**src/rtl/twos_complement_pkg.sv**
```systemverilog
// Shared constants and the WIDTH-generic modular negation used by the datapath.
// Operands up to 64 bits wide are supported; callers zero-extend and truncate.
package twos_complement_pkg;
  localparam int TC_WIDTH_DEFAULT = 8;
  localparam int TC_MAX_W         = 64;

  typedef struct packed {
    logic [TC_MAX_W-1:0] val;
    logic                ovf;
  } tc_neg_t;

  function automatic logic [TC_MAX_W-1:0] tc_most_neg(input int unsigned w);
    return 64'(1) << (w - 1);
  endfunction

  // A shift by 64 yields 0, so the subtraction gives all ones at full width.
  function automatic logic [TC_MAX_W-1:0] tc_mask(input int unsigned w);
    return (64'(1) << w) - 64'd1;
  endfunction

  function automatic tc_neg_t negate(input int unsigned w, input logic [TC_MAX_W-1:0] a);
    tc_neg_t             r;
    logic [TC_MAX_W-1:0] m;
    m     = tc_mask(w);
    r.val = (~a + 64'd1) & m;
    r.ovf = ((a & m) == tc_most_neg(w));
    return r;
  endfunction
endpackage

```
**src/rtl/twos_complement_if.sv**
```systemverilog
// Valid/ready handshake bundle for the negator: operand in, result plus flags out.
interface twos_complement_if #(parameter int WIDTH = 8);
  logic             in_valid;
  logic             in_ready;
  logic [WIDTH-1:0] a;
  logic             out_valid;
  logic             out_ready;
  logic [WIDTH-1:0] b;
  logic             ovf;
  logic             zero;

  modport master (output in_valid, a, out_ready,
                  input  in_ready, out_valid, b, ovf, zero);
  modport slave  (input  in_valid, a, out_ready,
                  output in_ready, out_valid, b, ovf, zero);
endinterface

```
**src/rtl/twos_complement_core.sv**
```systemverilog
// Combinational negation of one operand with overflow and zero flags.
// TWOS_COMPLEMENT_SAT_EN selects saturation of the most negative input.
module twos_complement_core
  import twos_complement_pkg::*;
#(
  parameter int WIDTH = TC_WIDTH_DEFAULT
) (
  input  logic [WIDTH-1:0] a,
  output logic [WIDTH-1:0] b_next,
  output logic             ovf_next,
  output logic             zero_next
);
  tc_neg_t neg;

  assign neg       = negate(WIDTH, 64'(a));
  assign ovf_next  = neg.ovf;
  assign zero_next = (a == '0);

`ifdef TWOS_COMPLEMENT_SAT_EN
  assign b_next = neg.ovf ? {1'b0, {(WIDTH-1){1'b1}}} : neg.val[WIDTH-1:0];
`else
  assign b_next = neg.val[WIDTH-1:0];
`endif

  // Upper bits of the 64-bit helper result are zero by construction.
  generate
    if (WIDTH < TC_MAX_W) begin : g_unused
      logic unused_hi;
      assign unused_hi = ^neg.val[TC_MAX_W-1:WIDTH];
    end
  endgenerate
endmodule

```
**src/rtl/twos_complement.sv**
```systemverilog
// Registered two's-complement negator with valid/ready on both sides.
// Build option: TWOS_COMPLEMENT_SAT_EN (saturating overflow, see core).
module twos_complement
  import twos_complement_pkg::*;
#(
  parameter int WIDTH = TC_WIDTH_DEFAULT
) (
  input  logic               clk,
  input  logic               rst_n,
  twos_complement_if.slave   bus
);
  logic [WIDTH-1:0] b_next, b_q;
  logic             ovf_next, ovf_q;
  logic             zero_next, zero_q;
  logic [1:0]       vld_pipe;

  twos_complement_core #(.WIDTH(WIDTH)) u_core (
    .a         (bus.a),
    .b_next    (b_next),
    .ovf_next  (ovf_next),
    .zero_next (zero_next)
  );

  // vld_pipe[0] is the input transfer, vld_pipe[1] the held result.
  assign bus.in_ready = !vld_pipe[1] || bus.out_ready;
  assign vld_pipe[0]  = bus.in_valid && bus.in_ready;

  always_ff @(posedge clk or negedge rst_n) begin
    if (!rst_n) begin
      vld_pipe[1] <= 1'b0;
      b_q         <= '0;
      ovf_q       <= 1'b0;
      zero_q      <= 1'b0;
    end else if (vld_pipe[0]) begin
      vld_pipe[1] <= 1'b1;
      b_q         <= b_next;
      ovf_q       <= ovf_next;
      zero_q      <= zero_next;
    end else if (bus.out_ready) begin
      vld_pipe[1] <= 1'b0;
    end
  end

  assign bus.out_valid = vld_pipe[1];
  assign bus.b         = b_q;
  assign bus.ovf       = ovf_q;
  assign bus.zero      = zero_q;
endmodule

```
**src/flat_wrapper.sv**
```systemverilog
// flat-port wrapper written by rule: the top's interface ports become plain ports
module twos_complement_flat import twos_complement_pkg::*;
#(
  parameter int WIDTH = TC_WIDTH_DEFAULT
)
  (clk, rst_n, bus_in_valid, bus_a, bus_out_ready, bus_in_ready, bus_out_valid, bus_b, bus_ovf, bus_zero);
  twos_complement_if #(.WIDTH(WIDTH)) bus_i ();
  input  logic clk;
  input  logic rst_n;
  input wire logic [$bits(bus_i.in_valid)-1:0] bus_in_valid;
  input wire logic [$bits(bus_i.a)-1:0] bus_a;
  input wire logic [$bits(bus_i.out_ready)-1:0] bus_out_ready;
  output wire logic [$bits(bus_i.in_ready)-1:0] bus_in_ready;
  output wire logic [$bits(bus_i.out_valid)-1:0] bus_out_valid;
  output wire logic [$bits(bus_i.b)-1:0] bus_b;
  output wire logic [$bits(bus_i.ovf)-1:0] bus_ovf;
  output wire logic [$bits(bus_i.zero)-1:0] bus_zero;
  assign bus_i.in_valid = bus_in_valid;
  assign bus_i.a = bus_a;
  assign bus_i.out_ready = bus_out_ready;
  assign bus_in_ready = bus_i.in_ready;
  assign bus_out_valid = bus_i.out_valid;
  assign bus_b = bus_i.b;
  assign bus_ovf = bus_i.ovf;
  assign bus_zero = bus_i.zero;
  twos_complement #(.WIDTH(WIDTH)) u_core (.clk(clk), .rst_n(rst_n), .bus(bus_i));
endmodule
```
**config.mk**
```make
export PLATFORM = sky130hd
export DESIGN_NAME = twos_complement_flat
export DESIGN_NICKNAME = d
export VERILOG_FILES = /design/src/rtl/twos_complement_pkg.sv /design/src/rtl/twos_complement_if.sv /design/src/rtl/twos_complement_core.sv /design/src/rtl/twos_complement.sv /design/src/flat_wrapper.sv
export SDC_FILE = /design/constraint.sdc
export NUM_CORES = 1
export LEC_CHECK = 0
export BUFFER_PORTS_ARGS = -buffer_cell sky130_fd_sc_hd__buf_2
export CORE_MARGIN = 3
export CORE_UTILIZATION = 38
export CTS_CLUSTER_SIZE = 8
export DETAILED_ROUTE_END_ITERATION = 12
export PLACE_DENSITY = 0.69
export SLEW_MARGIN = 40
export SYNTH_ARGS = -nofsm -noshare
export SYNTH_HDL_FRONTEND = slang
export SYNTH_SLANG_ARGS = --single-unit
```
**constraint.sdc**
```tcl
create_clock -name clk -period 1.15 [get_ports clk]
set_clock_uncertainty 0.1 [all_clocks]
set_input_delay 0.0575 -clock clk [delete_from_list [all_inputs] [get_ports clk]]
set_output_delay 0.0575 -clock clk [all_outputs]
set_load 0.02 [all_outputs]
```
==> impl_metrics.tcl, run 1 <==
set metrics [dict create \
    gp_congestion 0.709 \
    cp.arrival_ns 1.29 \
    power_w 0.00101 \
    relSlewSlack_pct 73.2 \
    port_buffers 23 \
    p_comb_share_pct 29.2 \
    synthXorXnorAreaFrac_pct 4.74 \
    fin_crit_sh_pct 107 \
    ys_ff_latch 11 \
    routed_wl_mm 1.22 \
    clock_power_share_pct 25.8 \
    rows 13 \
    max_stage_delay_ns 0.37 \
    dpl_worst_slack_ns -0.0836 \
    synth_adder_area_share_pct 2.26 \
    clkLatencyLatePin_ns 0.26 \
    clk_pin_slew_ns 0.06 \
    post_cts_buffers 0 \
    critPathKind "register to register" \
    critPathLaunch "u_core.bus.out_valid" \
    layout_common_cells "buf_2, dfrtp_1, buf_4" \
    stdcell_count 104 \
    grt_antenna_before_repair 0 \
    max_freq_mhz 809 \
    synthMuxAreaShare_pct 6.09 \
    htreeDepth 1 \
    multi_input_area_um2 278 \
    cp_num_buf_inv 1 \
    grt_start_max_net_pins 12 \
    yosys.area_share.simple_pct 14.7 \
    powerDensity_mw_per_mm2 1230 \
    critPathRequiredTime_ns 1.20 \
    synthDistinctLibCells 22 \
    cts_tree "yes" \
    hpwlAfterDp_mm 1.01 \
    crit_fanout 8 \
    start_util_pct 41.6 \
    core_mm2 0.00133 \
    hold_depth 3 \
    area_growth_pct 48.1 \
    yosys_warnings 0 \
    worstMarginPinSlew_ns 0.398 \
    drc 0 \
    track_usage_pct 14.4 \
    ff_latch_area_um2 275 \
    end_kind "register" \
    p_seq_share_pct 45.0 \
    finalNetCount 103 \
    hp-class "input port to register" \
    hold_path.startpoint "bus_in_valid" \
    drive_gt1_share_pct 50.6 \
    crit_family "flip-flops" \
    via_count 528 \
    dr.first_iter.drc_count 1 \
    layout.cells.most_common "buf_2" \
    min_to "u_core.bus.ovf" \
    rsz0062_at_grt "yes" \
    p_int_w 0.000699 \
    die_height_um 44.2 \
    via_per_inst 5.08 \
    num-fill-cells 116 \
    rrSetupSlack_ns -0.09 \
    io_pins 24 \
    overflow 0 \
    routedWlPerCell_um 11.8 \
    first_pass_iters 2 \
    p_switching_w 0.000308 \
    reg2reg_to "u_core.bus.b[3]" \
    fp.dieArea_mm2 0.00195 \
    dp.cells 98 \
    crit-reg2reg-launch "u_core.bus.out_valid" \
    syn_area_per_cell_um2 10.9 \
    status "finished with violations" \
    min_period_ns 1.24 \
    drv_cap 0 \
    ir_drop_mv 0.723 \
    diodes 0 \
    synth_nets 64 \
    grt_pass1_wl_mm 2.04 \
    netlist_instances 51 \
    synth_top_family_by_area "compound AO/OA/AOI/OAI gates" \
    slew_viol_final 0 \
    reg2reg_depth 4 \
    cp-start-kind "register" \
    cts.path.max_buffers 2 \
    antenna_left 0 \
    slowest_stage "dfrtp_1" \
    whs_ns 0.0176 \
    numCtsBuffers 3 \
    cts_root_buf "clkbuf_4" \
    grt_pass1_vias 531 \
    synth-compound-area-share_pct 19.9 \
    hold_viol 0 \
    p_sw_share_pct 30.6 \
    violations "setup timing" \
    ys_seq_area_share_pct 49.7 \
    cp_cell_sequence "and2b_2 -> inv_4 -> nand2_4 -> mux2_2" \
    cts_sinks 11 \
    fp.dieW_um 44.2 \
    final_core_util_pct 61.5 \
    synth_area_um2 554 \
    fin_ws_ns -0.0858 \
    setup_viol 11 \
    p_leak_nw 0.407 \
]
what timing repair did:
action	4_1_cts	5_1_grt
endpoints found under the hold margin	13	0
setup endpoints to repair	11	11
pin swaps	1	0
hold buffers	2	0
resized for setup	7	2
cell type report:
type	instances	share of cell area [%]
timing repair buffer	34	25.0
clock buffer	4	3.20
tap	15	2.29
inverter	4	2.13
sequential	11	33.5
multi-input combinational	36	33.8
Yosys cell counts:
cell type   n  share of area [%]
nor4_1      2                2.3
dfrtp_1    11                 50
nor3b_1     2                2.7
nand2_2     1                1.1
o31ai_1     3                4.1
xor2_1      1                1.6
a21boi_0    2                2.7
ha_1        1                2.3
a21bo_2     1                1.8
inv_1       4                2.7
nand2_1     2                1.4
o31a_1      1                1.6
or3_4       1                2.0
a41o_1      1                1.8
nor3_1      2                1.8
mux2_2      3                6.1
xnor2_1     2                3.2
nor2b_1     1                1.1
o2bb2ai_1   1                1.6
and2b_1     1                1.4
o21ai_0     7                6.3
nand3_1     1               0.90
per-layer routing:
metal | up-vias | global-route usage, % | wire length [um]
met2 | 15 | 26.7 | 625
li1 | 265 | - | -
met5 | - | 0 | 0
met1 | 246 | 14.7 | 507
met4 | 0 | 7.23 | 21
met3 | 2 | 3.66 | 68
kinds of logic (layout without fill, tap and decap cells):
logic type,count (synthesis),count (layout)
compound gates,16,16
buf+inv,4,42
simple gates,13,13
fa+ha+maj,1,1
xor+xnor,3,3
mux,3,3
flops,11,11
power by group through the flow:
stage               clock network [W]  registers, W   logic, W
floorplan                           0      0.000521  0.0000896
global placement                    0      0.000458   0.000277
detailed placement                  0      0.000460   0.000282
CTS                          0.000277      0.000453   0.000295
global route                 0.000293      0.000460   0.000319
finish                       0.000260      0.000453   0.000294
worst max path at each step:
stage,endpoint,slack [ns],cells past startpoint
after floorplan,u_core.bus.b[1],-0.22,4
after global routing,u_core.bus.b[3],-0.13,4
after detailed placement,u_core.bus.b[4],-0.08,6
after CTS,u_core.bus.b[3],-0.09,4
final,u_core.bus.b[3],-0.09,4
after global placement,u_core.bus.b[1],-0.08,4
worst reg2reg max path, delay by kind of cell, from the launching register on:
family,cells,cell delay [ns]
muxes,1,0.27
DFF,1,0.37
and+or+nand+nor,2,0.30
buffers and inverters,1,0.08
per-stage QoR:
stage / setup TNS, ns / area, um^2
floorplan: -1.44 / 563
global placement: -0.433 / 764
detailed placement: -0.559 / 764
CTS: -0.527 / 817
global route: -0.983 / 821
finish: -0.479 / 821
flip-flops by register name (all words and copies together) (netlist names):
signal / cells
u_core.bus.b: 8
u_core.bus.ovf: 1
u_core.bus.out_valid: 1
u_core.bus.zero: 1
Note: power is estimated with default switching activity, not from simulation.
==> run 2, diff against run 1 <==
BUFFER_PORTS_ARGS = default   (was -buffer_cell sky130_fd_sc_hd__buf_2)
DONT_BUFFER_PORTS = 1   (was default)
PLACE_DENSITY = default   (was 0.69)
RECOVER_POWER = 25   (was default)
==> run 2 against run 1 <==
Sequential share of layout area rose by 3.8 points. Total power fell by 3.7%. Cell count fell by 19%. Via count fell by 17%. Hold slack got worse by 0.16 ns. Global-route usage fell by 1.1 points. Largest power group unchanged. First-iteration DRC count rose by 100%. Utilization fell by 6.2 points. The flow finishes with violations (hold timing, setup timing).
==> impl_metrics.tcl, run 2 (synthesized netlist as in run 1, its figures left out) <==
set metrics [dict create \
    status "finished with violations" \
    violations "hold timing, setup timing" \
    dr.first_iter.drc_count 2 \
    core_mm2 0.00133 \
    powerDensity_mw_per_mm2 1310 \
    grt_start_max_net_pins 12 \
    setup_viol 10 \
    io_pins 24 \
    grt_antenna_before_repair 0 \
    area_growth_pct 33.2 \
    overflow 0 \
    cts.path.max_buffers 2 \
    cts_hold_buffers 5 \
    grt_pass1_wl_mm 1.93 \
    routed_wl_mm 1.17 \
    dp.cells 75 \
    fp.dieArea_mm2 0.00195 \
    start_util_pct 41.6 \
    critPathKind "register to output pin" \
    hpwlAfterDp_um 914 \
    numCtsBuffers 3 \
    post_cts_buffers 0 \
    rsz0062_at_grt "yes" \
    via_per_inst 5.23 \
    final_core_util_pct 55.3 \
    slowest_stage "dfrtp_1" \
    layout_common_cells "dfrtp_1, buf_4, dlygate4sd3_1" \
    clk_pin_slew_ns 0.07 \
    power_w 0.000969 \
    largest_register_ffs 8 \
    gp_congestion 0.686 \
    port_buffers 0 \
    drive_gt1_share_pct 33.3 \
    finalNetCount 83 \
    drv_cap 0 \
    min_period_ns 1.24 \
    cp.arrival_ns 1.09 \
    fp.dieW_um 44.2 \
    track_usage_pct 13.3 \
    ir_drop_mv 0.687 \
    grt_pass1_vias 450 \
    htreeDepth 1 \
    fin_tns_setup_ns -0.513 \
    cts_tree "yes" \
    worstMarginPinSlew_ns 0.497 \
    first_pass_iters 2 \
    rrSetupSlack_ns -0.09 \
    cp-start-kind "register" \
    end_kind "output pin" \
    layout.cells.most_common "dfrtp_1" \
    fin_ws_ns -0.0945 \
    rows 13 \
    max_freq_mhz 804 \
    antenna_left 0 \
    drc 0 \
    cts_sinks 11 \
    slew_viol_final 0 \
    whs_ns -0.139 \
    diodes 0 \
    critPathRequiredTime_ns 0.99 \
    cts_root_buf "clkbuf_4" \
    hp-class "input port to register" \
    hold_viol 9 \
    clkLatencyLatePin_ns 0.27 \
    via_count 439 \
    relSlewSlack_pct 66.8 \
    die_height_um 44.2 \
    crit_fanout 5 \
    p_leak_nw 0.324 \
    fin_crit_sh_pct 108 \
    routedWlPerCell_um 13.9 \
    stdcell_count 84 \
    cp_cell_sequence "and2b_2 -> inv_4 -> buf_4" \
    max_stage_delay_ns 0.37 \
]
[run 2: final cells by class]
| cell class | count | area (um^2) |
|---|---|---|
| fill | 123 | 596 |
| timing repair buffer | 14 | 118 |
| inverter | 4 | 17.5 |
| clock buffer | 4 | 26.3 |
| tap | 15 | 18.8 |
| multi-input combinational | 36 | 283 |
| sequential | 11 | 275 |
[run 2: stage by stage]
step | instance area (um^2) | setup slack (ns)
6_report | 738 | -0.0945
5_1_grt | 738 | -0.130
4_1_cts | 738 | -0.0974
3_5_place_dp | 649 | -0.0869
3_3_place_gp | 649 | -0.0645
2_1_floorplan | 563 | -0.223
[run 2: report_power, final]
| part | internal [W] | total (W) | switching (W) |
|---|---|---|---|
| logic | 0.000112 | 0.000223 | 0.000110 |
| clock network | 0.000134 | 0.000263 | 0.000129 |
| registers | 0.000433 | 0.000484 | 0.0000503 |
[run 2: layer usage]
layer  routed length (um)  GRT usage [%]  part of all wire (%)
met3                  117           7.32                    10
met5                    0              0                     0
met4                    0           3.61                     0
met2                  568           20.9                    49
met1                  485           15.7                    41
[run 2: worst max-delay path: cells and delay by family (launching register included)]
kind	cells	cell delay, ns
buffers and inverters	2	0.23
DFF	1	0.37
and+or+nand+nor	1	0.22
[run 2: what timing repair did]
action                     CTS  global route
pin swaps                    2             1
setup endpoints to repair   10            10
cloned                       0             0
gates resized for setup      7             2
hold endpoints to repair    22             8
[run 2: path summary, 6_finish.rpt]
kind,start,to,depth (start not counted)
setup / recovery,u_core.bus.out_valid,bus_in_ready,3
hold / removal,bus_in_valid,u_core.bus.b[6],1
setup reg to reg,u_core.bus.out_valid,u_core.bus.b[4],4
hold reg to reg,u_core.bus.b[1],u_core.bus.b[1],1
max in group asynchronous,rst_n,u_core.bus.b[4],1
min in group asynchronous,rst_n,u_core.bus.b[5],1
==> run 3, diff against run 2 <==
CELL_PAD_IN_SITES_DETAIL_PLACEMENT = 1   (was default)
CELL_PAD_IN_SITES_GLOBAL_PLACEMENT = 1   (was default)
PLACE_DENSITY_LB_ADDON = 0.1   (was default)
==> run 3 against run 2 <==
The flow still finishes with violations (hold timing, setup timing). Via count grew 18%. Combinational power grew 11%. Cell count grew 4.8%. Utilization grew 2.7 points. Hold slack lost 0.011 ns. Die area is the same. Sequential share of layout area shrank 1.7 points. Setup slack lost 0.017 ns. Design area grew 4.9%. Clock power grew 5%. Sequential power is essentially flat.
==> impl_metrics.tcl, run 3 (synthesized netlist as in run 1, its figures left out) <==
set metrics [dict create \
    status "finished with violations" \
    violations "hold timing, setup timing" \
    ff_latch_area_um2 275 \
    antenna_left 0 \
    drc 0 \
    critPathRequiredTime_ns 0.99 \
    stdcell_count 88 \
    fin_ws_ns -0.112 \
    rows 13 \
    grt_start_max_net_pins 12 \
    cts_root_buf "clkbuf_4" \
    dp.cells 75 \
    cp-start-kind "register" \
    hold_path.startpoint "bus_in_valid" \
    crit-reg2reg-launch "u_core.bus.out_valid" \
    area_growth_pct 39.7 \
    largest_register_ffs 8 \
    p_sw_share_pct 31.5 \
    via_count 518 \
    critPathLaunch "u_core.bus.out_valid" \
    p_switching_w 0.000319 \
    critPathKind "register to output pin" \
    slowest_stage "dfrtp_1" \
    htreeDepth 1 \
    final_core_util_pct 58.1 \
    cts_tree "yes" \
    min_to "u_core.bus.ovf" \
    cts.path.max_buffers 2 \
    max_stage_delay_ns 0.38 \
    via_per_inst 5.89 \
    grt_antenna_before_repair 0 \
    clk_pin_slew_ns 0.07 \
    multi_input_area_um2 284 \
    worstMarginPinSlew_ns 0.517 \
    routedWlPerCell_um 19.0 \
    dpl_worst_slack_ns -0.0961 \
    port_buffers 0 \
    p_comb_share_pct 24.5 \
    num-fill-cells 145 \
    finalNetCount 87 \
    min_period_ns 1.26 \
    fin_crit_sh_pct 110 \
    p_seq_share_pct 48.1 \
    max_freq_mhz 793 \
    grt_pass1_wl_mm 2.68 \
    crit_fanout 4 \
    hold_viol 10 \
    layout_common_cells "buf_4, dfrtp_1, dlygate4sd3_1" \
    io_pins 24 \
    numCtsBuffers 3 \
    track_usage_pct 18.8 \
    dr.first_iter.drc_count 4 \
    cp_cell_sequence "and2b_2 -> inv_4 -> buf_4" \
    diodes 0 \
    drv_cap 0 \
    drive_gt1_share_pct 35.6 \
    reg2reg_to "u_core.bus.b[4]" \
    first_pass_iters 4 \
    cp.arrival_ns 1.10 \
    p_leak_nw 0.342 \
    slew_viol_final 0 \
    overflow 0 \
    rrSetupSlack_ns -0.10 \
    clkLatencyLatePin_ns 0.27 \
    powerDensity_mw_per_mm2 1310 \
    reg2reg_depth 4 \
    start_util_pct 41.6 \
    routed_wl_mm 1.67 \
    hp-class "input port to register" \
    gp_congestion 0.776 \
    core_mm2 0.00133 \
    relSlewSlack_pct 65.2 \
    hold_depth 2 \
    power_w 0.00101 \
    clock_power_share_pct 27.4 \
    cts_sinks 11 \
    die_height_um 44.2 \
    fp.dieW_um 44.2 \
    p_int_w 0.000693 \
    fp.dieArea_mm2 0.00195 \
    grt_pass1_vias 530 \
    rsz0062_at_grt "yes" \
    whs_ns -0.150 \
    setup_viol 11 \
    ir_drop_mv 0.724 \
    end_kind "output pin" \
]
==> run 3: layer usage <==
metal	vias up	share of wire, %	global-route usage, %
met5	-	0	0
met4	0	2.4	4.22
met3	6	7.8	5.69
met2	26	50	32.8
met1	255	39	22.4
li1	231	-	-
==> run 3: how the worst max path moves through the flow <==
stage / endpoint / depth (start not counted)
after floorplan: u_core.bus.b[1] / 4
after global placement: u_core.bus.b[3] / 4
after detailed placement: u_core.bus.b[4] / 4
after CTS: u_core.bus.b[4] / 4
after global routing: bus_in_ready / 3
final: bus_in_ready / 3
==> run 3: area by class of cell <==
class	instances	share of cell area, %
flip-flops and latches	11	35.5
multi-input cells	36	36.7
clock buffers	4	3.39
well taps	15	2.42
inverters	4	2.26
repair buffers	18	19.7
==> run 3: worst max-delay path, delay by kind of cell (launching register included) <==
family / cells / cell delay, ns
and+or+nand+nor: 1 / 0.23
buffers and inverters: 2 / 0.22
DFF: 1 / 0.38
==> run 3: power groups by stage <==
| stage | registers [W] | clock network (W) | logic (W) |
|---|---|---|---|
| 3_5_place_dp | 0.000493 | 0 | 0.000199 |
| 2_1_floorplan | 0.000521 | 0 | 0.0000896 |
| 4_1_cts | 0.000487 | 0.000269 | 0.000237 |
| 3_3_place_gp | 0.000490 | 0 | 0.000194 |
| 6_report | 0.000487 | 0.000277 | 0.000248 |
| 5_1_grt | 0.000494 | 0.000306 | 0.000270 |
==> run 3: repair_timing <==
| action | in CTS | in global routing |
|---|---|---|
| hold endpoints to repair | 22 | 8 |
| setup endpoints to repair | 11 | 11 |
| pin swaps | 2 | 0 |
| buffers inserted | 1 | 1 |
| resized for setup | 10 | 1 |
| hold buffers | 5 | 2 |
==> run 3: stage by stage <==
step	instance area, um^2	TNS, ns
floorplan	563	-1.44
global placement	649	-0.347
detailed placement	649	-0.582
CTS	744	-0.604
global route	774	-1.36
finish	774	-0.695
